$ cat config.mk
export PLATFORM = sky130hd
export DESIGN_NAME = jzjpcc_mmio_uart_tx
export DESIGN_NICKNAME = d
export VERILOG_FILES = /design/src/rtl/jzjpcc_mmio_uart_tx.sv
export SDC_FILE = /design/constraint.sdc
export NUM_CORES = 1
export LEC_CHECK = 0
export ABC_AREA = 1
export ABC_CLOCK_PERIOD_IN_PS = 2250
export CAP_MARGIN = 20
export CORE_MARGIN = 10
export CORE_UTILIZATION = 52
export DETAILED_ROUTE_END_ITERATION = 6
export GPL_TIMING_DRIVEN = 0
export PLACE_DENSITY = 0.75
export SLEW_MARGIN = 20
export SYNTH_ARGS = -nofsm -noshare
export SYNTH_HDL_FRONTEND = slang
export SYNTH_SLANG_ARGS = --single-unit
$ cat constraint.sdc
create_clock -name clock -period 2.25 [get_ports clock]
set_clock_uncertainty 0.05 [all_clocks]
set_input_delay 0.225 -clock clock [delete_from_list [all_inputs] [get_ports clock]]
set_output_delay 0.225 -clock clock [all_outputs]
set_load 0.1 [all_outputs]
$ cat src/rtl/jzjpcc_mmio_uart_tx.sv
// MMIO UART transmitter: toggle-handshake command word, byte FIFO, 8N1 serialiser.
// Define JZJPCC_MMIO_UART_TX_PARITY_EN for 8E1 frames with a capability flag in txStatus[27].
module jzjpcc_mmio_uart_tx #(
  parameter int CLOCKS_PER_BIT  = 434,
  parameter int FIFO_DEPTH_LOG2 = 4
) (
  input  logic        clock,
  input  logic        reset,
  input  logic [31:0] txCommand,
  output logic [31:0] txStatus,
  output logic        txd
);

  localparam int DEPTH = 1 << FIFO_DEPTH_LOG2;
  localparam int PW    = FIFO_DEPTH_LOG2;
  localparam int CW    = FIFO_DEPTH_LOG2 + 1;
  localparam int TW    = $clog2(CLOCKS_PER_BIT);

`ifdef JZJPCC_MMIO_UART_TX_PARITY_EN
  localparam logic PARITY_CAP = 1'b1;
  typedef enum logic [2:0] {
    S_IDLE, S_START, S_DATA, S_PARITY, S_STOP
  } state_e;
`else
  localparam logic PARITY_CAP = 1'b0;
  typedef enum logic [2:0] {
    S_IDLE, S_START, S_DATA, S_STOP
  } state_e;
`endif

  logic [7:0]    mem_q [DEPTH];
  logic [PW-1:0] wr_ptr_q, wr_ptr_d;
  logic [PW-1:0] rd_ptr_q, rd_ptr_d;
  logic [CW-1:0] count_q, count_d;
  logic          ack_q, ack_d;
  state_e        state_q, state_d;
  logic [TW-1:0] timer_q, timer_d;
  logic [2:0]    bit_idx_q, bit_idx_d;
  logic [7:0]    shift_q, shift_d;
  logic          parity_q, parity_d;
  logic          txd_q, txd_d;

  logic full, empty, push, pop, bit_end;
  logic unused_cmd;

  assign unused_cmd = ^txCommand[31:9];

  // Full is judged on the registered count, so a pop edge never frees a slot early.
  assign full    = (count_q == CW'(DEPTH));
  assign empty   = (count_q == '0);
  assign push    = (txCommand[8] != ack_q) && !full;
  assign pop     = (state_q == S_IDLE) && !empty;
  assign bit_end = (timer_q == TW'(CLOCKS_PER_BIT - 1));

  always_comb begin
    wr_ptr_d  = wr_ptr_q;
    rd_ptr_d  = rd_ptr_q;
    count_d   = count_q;
    ack_d     = ack_q;
    state_d   = state_q;
    timer_d   = timer_q;
    bit_idx_d = bit_idx_q;
    shift_d   = shift_q;
    parity_d  = parity_q;
    txd_d     = 1'b1;

    if (push) begin
      wr_ptr_d = wr_ptr_q + PW'(1);
      ack_d    = ~ack_q;
    end
    if (pop) begin
      rd_ptr_d = rd_ptr_q + PW'(1);
    end
    if (push && !pop) begin
      count_d = count_q + CW'(1);
    end else if (pop && !push) begin
      count_d = count_q - CW'(1);
    end

    if (state_q == S_IDLE || bit_end) begin
      timer_d = '0;
    end else begin
      timer_d = timer_q + TW'(1);
    end

    unique case (state_q)
      S_IDLE: begin
        txd_d     = 1'b1;
        bit_idx_d = '0;
        if (pop) begin
          shift_d  = mem_q[rd_ptr_q];
          parity_d = ^mem_q[rd_ptr_q];
          state_d  = S_START;
        end
      end
      S_START: begin
        txd_d = 1'b0;
        if (bit_end) state_d = S_DATA;
      end
      S_DATA: begin
        txd_d = shift_q[0];
        if (bit_end) begin
          shift_d   = {1'b0, shift_q[7:1]};
          bit_idx_d = bit_idx_q + 3'd1;
          if (bit_idx_q == 3'd7) begin
`ifdef JZJPCC_MMIO_UART_TX_PARITY_EN
            state_d = S_PARITY;
`else
            state_d = S_STOP;
`endif
          end
        end
      end
`ifdef JZJPCC_MMIO_UART_TX_PARITY_EN
      S_PARITY: begin
        txd_d = parity_q;
        if (bit_end) state_d = S_STOP;
      end
`endif
      S_STOP: begin
        txd_d = 1'b1;
        if (bit_end) state_d = S_IDLE;
      end
      default: begin
        txd_d   = 1'b1;
        state_d = S_IDLE;
      end
    endcase
  end

  always_ff @(posedge clock or posedge reset) begin
    if (reset) begin
      wr_ptr_q  <= '0;
      rd_ptr_q  <= '0;
      count_q   <= '0;
      ack_q     <= 1'b0;
      state_q   <= S_IDLE;
      timer_q   <= '0;
      bit_idx_q <= '0;
      shift_q   <= '0;
      parity_q  <= 1'b0;
      txd_q     <= 1'b1;
    end else begin
      wr_ptr_q  <= wr_ptr_d;
      rd_ptr_q  <= rd_ptr_d;
      count_q   <= count_d;
      ack_q     <= ack_d;
      state_q   <= state_d;
      timer_q   <= timer_d;
      bit_idx_q <= bit_idx_d;
      shift_q   <= shift_d;
      parity_q  <= parity_d;
      txd_q     <= txd_d;
    end
  end

  always_ff @(posedge clock) begin
    if (push) mem_q[wr_ptr_q] <= txCommand[7:0];
  end

  assign txd = txd_q;

  assign txStatus = {
    4'b0,
    PARITY_CAP,
    (state_q != S_IDLE),
    empty,
    full,
    8'(count_q),
    7'b0,
    ack_q,
    8'b0
  };

endmodule

==> results.rst <==
.. list-table::
   :header-rows: 1

   * - Metric
     - Value
   * - Clock Tree Root
     - sky130_fd_sc_hd__clkbuf_16
   * - Peak Freq
     - 0.420 GHz
   * - Cell variety after synth
     - 31
   * - Core Util, Final
     - 62.9%
   * - Clock sinks
     - around 170
   * - Final setup violation count
     - 2
   * - Boundary Pins
     - 67
   * - Count of unresolved DRC violations after routing
     - 0
   * - Number of design-rule violations left by the first detailed-router iteration
     - 392
   * - Final worst path period share
     - 106%
   * - RePlAce Congestion
     - 0.918
   * - Required @ worst endpoint
     - 2.51 ns
   * - Area of the die
     - 0.0196 mm²
   * - Clock buffers created by TritonCTS
     - 17
   * - Slack of the critical path
     - -0.129 ns
   * - VDD IR max
     - 0.883 mV
   * - Final antenna-violating net count
     - 0
   * - Placeable core area
     - 0.0140 mm²
   * - Cell with the largest stage delay on the worst path
     - sky130_fd_sc_hd__dfrtp_4
   * - Critical-path maximum fanout
     - 8
   * - Fraction of post-synthesis cell area in the top cell type by area
     - roughly 51%
   * - Maximum root-to-sink buffer count
     - 2
   * - Worst max-slew margin expressed relative to the limit
     - 35.7%
   * - Flip-flop cell with the highest count after synthesis
     - sky130_fd_sc_hd__edfxtp_1
   * - List of cells traversed by the critical path
     - nor2_4 -> nand3_4 -> nor2_4 -> inv_2 -> nand2_4 -> inv_6 -> ha_4 -> inv_6 -> ha_4 -> a21oi_4 -> o21ai_4 -> a21oi_2 -> o21ai_1 -> nand2_1 -> nand2_1
   * - Die span in y
     - 140 µm
   * - Placement Rows
     - between 40 and 50
   * - Area growth from synthesis to layout
     - 17.5%
   * - Number of inserted diodes
     - 0
   * - Critical path launch point type
     - flop
   * - First-pass GRT wire length
     - around 27000 µm
   * - HPWL after detailed placement
     - 11300 µm
   * - Wire length per cell after detailed routing
     - 17.5 µm
   * - Post-synthesis cell count
     - around 720
   * - Final Max Slew Viols
     - 0
   * - Setup repair after global routing missed its margin
     - yes
   * - Count of placed standard cells in the final layout, fillers left out
     - slightly below 1000
   * - H-tree depth reported by CTS
     - 4
   * - Number of antenna violations at the first check in global routing
     - 0
   * - Vias per cell
     - 5.37
   * - Gr usage total
     - 17.4%
   * - Violated checks
     - setup timing
   * - Area of the mapped netlist
     - approximately 0.0075 mm²
   * - Leakage dissipation
     - around 3.7 nW
   * - Insertion delay of the later-clocked pin in the worst-skew pair
     - 0.42 ns
   * - Arrival time of the worst setup path
     - 2.64 ns
   * - Setup TNS
     - -0.157 ns
   * - Dominant cell type by area after synthesis
     - sky130_fd_sc_hd__edfxtp_1
   * - Pin count of the biggest net entering global routing
     - 26
   * - Outcome
     - finished, violations left
   * - Main area contributors after synthesis
     - sky130_fd_sc_hd__edfxtp_1, sky130_fd_sc_hd__dfrtp_1, sky130_fd_sc_hd__nand2_1
   * - Clock transition at the registers of the reported paths
     - 0.06 ns
   * - Part of the Yosys area used for sequential elements
     - 63.7%
   * - Post-placement cell count
     - roughly 940
   * - Number of port buffers
     - 20
   * - Number of enable flip-flop cells after synthesis
     - 128
   * - Synthesized area divided by synthesized cell count
     - ~10 µm²
   * - Warnings, synthesis
     - 0
   * - Max-cap violation count
     - 0
   * - Effective utilization at floorplan
     - 53.5%
   * - Time the worst path needs with I/O delays and setup
     - ~2.4 ns
   * - Number of buffers inserted by hold repair at cts
     - 0
   * - Largest incremental delay on the critical path
     - around 0.52 ns
   * - Hold Vio Cnt, Final
     - 0
   * - Total power divided by cell area
     - 1040 mW/mm²
   * - Overall die width
     - 140 µm
   * - Total congestion overflow after global routing
     - 0
   * - Transition time of the tightest slew-check pin
     - 0.968 ns
   * - Share of post-route cells with drive strength above 1
     - 16.6%
   * - Most numerous cell types in the synthesized netlist
     - sky130_fd_sc_hd__nand2_1, sky130_fd_sc_hd__edfxtp_1, sky130_fd_sc_hd__nor2_1
   * - Final wirelength
     - ~17000 µm
   * - Flops & latches, synth
     - 165
   * - Most instantiated library cell after synthesis
     - sky130_fd_sc_hd__nand2_1
   * - TritonCTS clock tree
     - done
   * - Final Net Count
     - approximately 840
   * - Worst setup EP type
     - flop
   * - DR pass1 iterations
     - 5
   * - Vias in the first global route
     - approximately 5400
   * - Async set or reset register ratio after synthesis
     - 22.4%
   * - Min-delay worst type
     - in -> async
   * - WS Path Type
     - reg -> reg
   * - Minimum setup slack after placement
     - -0.285 ns
   * - DR vias
     - roughly 5300
[final cells by class]
cell class                      count  area [µm²]
Tap cell                          180         225
Sequential cell                   165        4790
Fill cell                        1089        5190
Clock inverter                      6        77.6
Timing Repair Buffer               28         256
Buffer                             53         343
Inverter                           63         246
Clock buffer                       26         489
Multi-Input combinational cell    462        2370
[sequential cells by signal, summed over array words and instances, names as in the netlist]
name,count
shift_q,8
wr_ptr_q,4
mem_q,128
count_q,5
txd,1
rd_ptr_q,4
timer_q,9
ack_q,1
state_q,2
bit_idx_q,3
[cells in the final DEF, fill, tap and decap left out, types with 2 or more instances in the layout]
cell type                           n
sky130_fd_sc_hd__nor3_1             8
sky130_fd_sc_hd__ha_1              16
sky130_fd_sc_hd__dfrtp_1           31
sky130_fd_sc_hd__ha_4               2
sky130_fd_sc_hd__nor2_2            11
sky130_fd_sc_hd__buf_4             39
sky130_fd_sc_hd__nand3_1           72
sky130_fd_sc_hd__clkinv_2           2
sky130_fd_sc_hd__inv_6              2
sky130_fd_sc_hd__o21ai_1            2
sky130_fd_sc_hd__o21ai_4            2
sky130_fd_sc_hd__clkbuf_1          11
sky130_fd_sc_hd__dlygate4sd2_1      7
sky130_fd_sc_hd__nor3b_1            2
sky130_fd_sc_hd__nor2_1            66
sky130_fd_sc_hd__bufinv_16          2
sky130_fd_sc_hd__inv_2              6
sky130_fd_sc_hd__conb_1            23
sky130_fd_sc_hd__a21oi_2            2
sky130_fd_sc_hd__clkbuf_8           3
sky130_fd_sc_hd__dfrtp_4            4
sky130_fd_sc_hd__nor3_2             3
sky130_fd_sc_hd__buf_2             17
sky130_fd_sc_hd__nand2_4            2
sky130_fd_sc_hd__edfxtp_1         128
sky130_fd_sc_hd__a21oi_1           12
sky130_fd_sc_hd__nand2_2            2
sky130_fd_sc_hd__xor2_1             8
sky130_fd_sc_hd__clkbuf_16         17
sky130_fd_sc_hd__xnor2_1            3
sky130_fd_sc_hd__nor2_4             5
sky130_fd_sc_hd__inv_1             54
sky130_fd_sc_hd__clkinv_1           3
sky130_fd_sc_hd__and3_2             2
sky130_fd_sc_hd__clkdlybuf4s50_1   10
sky130_fd_sc_hd__o211ai_1           9
sky130_fd_sc_hd__o21ai_0           27
sky130_fd_sc_hd__nand2_1          177
[power by group]
part	internal, mW	switching (mW)	leakage (nW)
Sequential	3.70	0.178	1.61
Combinational	0.734	1.75	1.83
Clock	1.71	1.09	0.277
Total	6.14	3.02	3.71
[routing by layer]
metal	global-route usage (%)	part of all wire (%)	up-vias
met4	7.93	2.5	0
li1	-	-	2483
met2	28.7	50	251
met5	0	0	-
met3	5.27	8.6	31
met1	20.6	39	2516
[critical path: cells and delay by family (launching register included)]
family          cells  cell delay [ns]
compound gates      4             0.51
fa+ha+maj           2             0.39
buf+inv             3             0.19
flops               1             0.52
simple gates        6             0.59
[metrics by stage]
| stage | total power [mW] | instance area, µm² | hold WS (ns) |
|---|---|---|---|
| after floorplan | 5.52 | 7630 | 0.274 |
| after global placement | 5.94 | 8060 | 0.414 |
| after detailed placement | 6.04 | 8080 | 0.416 |
| after CTS | 8.92 | 8710 | 0.0197 |
| after global routing | 9.51 | 8800 | 0.0378 |
| final | 9.16 | 8800 | 0.0258 |
[final timing paths]
path,startpoint,slack [ns],depth (start not counted),endpoint
max,count_q[3],-0.13,15,count_q[4]
min,reset,0.03,2,count_q[3]
max reg2reg,count_q[3],-0.13,15,count_q[4]
min reg2reg,shift_q[7],0.43,2,shift_q[7]
max in group asynchronous,reset,1.66,3,count_q[2]
min in group clock,shift_q[7],0.43,2,shift_q[7]
[cells by family after synthesis]
group           count (synthesis)  synth area share (%)
simple gates                  353                  19.7
flops                         165                  63.7
buf+inv                       116                  7.74
compound gates                 55                  4.13
fa+ha+maj                      19                  3.27
xor+xnor                       11                  1.29
other cells                     1                0.0501
mux                             1                 0.134
[repair_timing]
item / CTS / global route
setup endpoints to repair: 84 / 76
pin swaps: 4 / 2
setup buffers: 6 / 1
gates cloned: 0 / 0
resized for setup: 31 / 20
hold endpoints to repair: 0 / 0
Power figures use the tool's default switching activity.
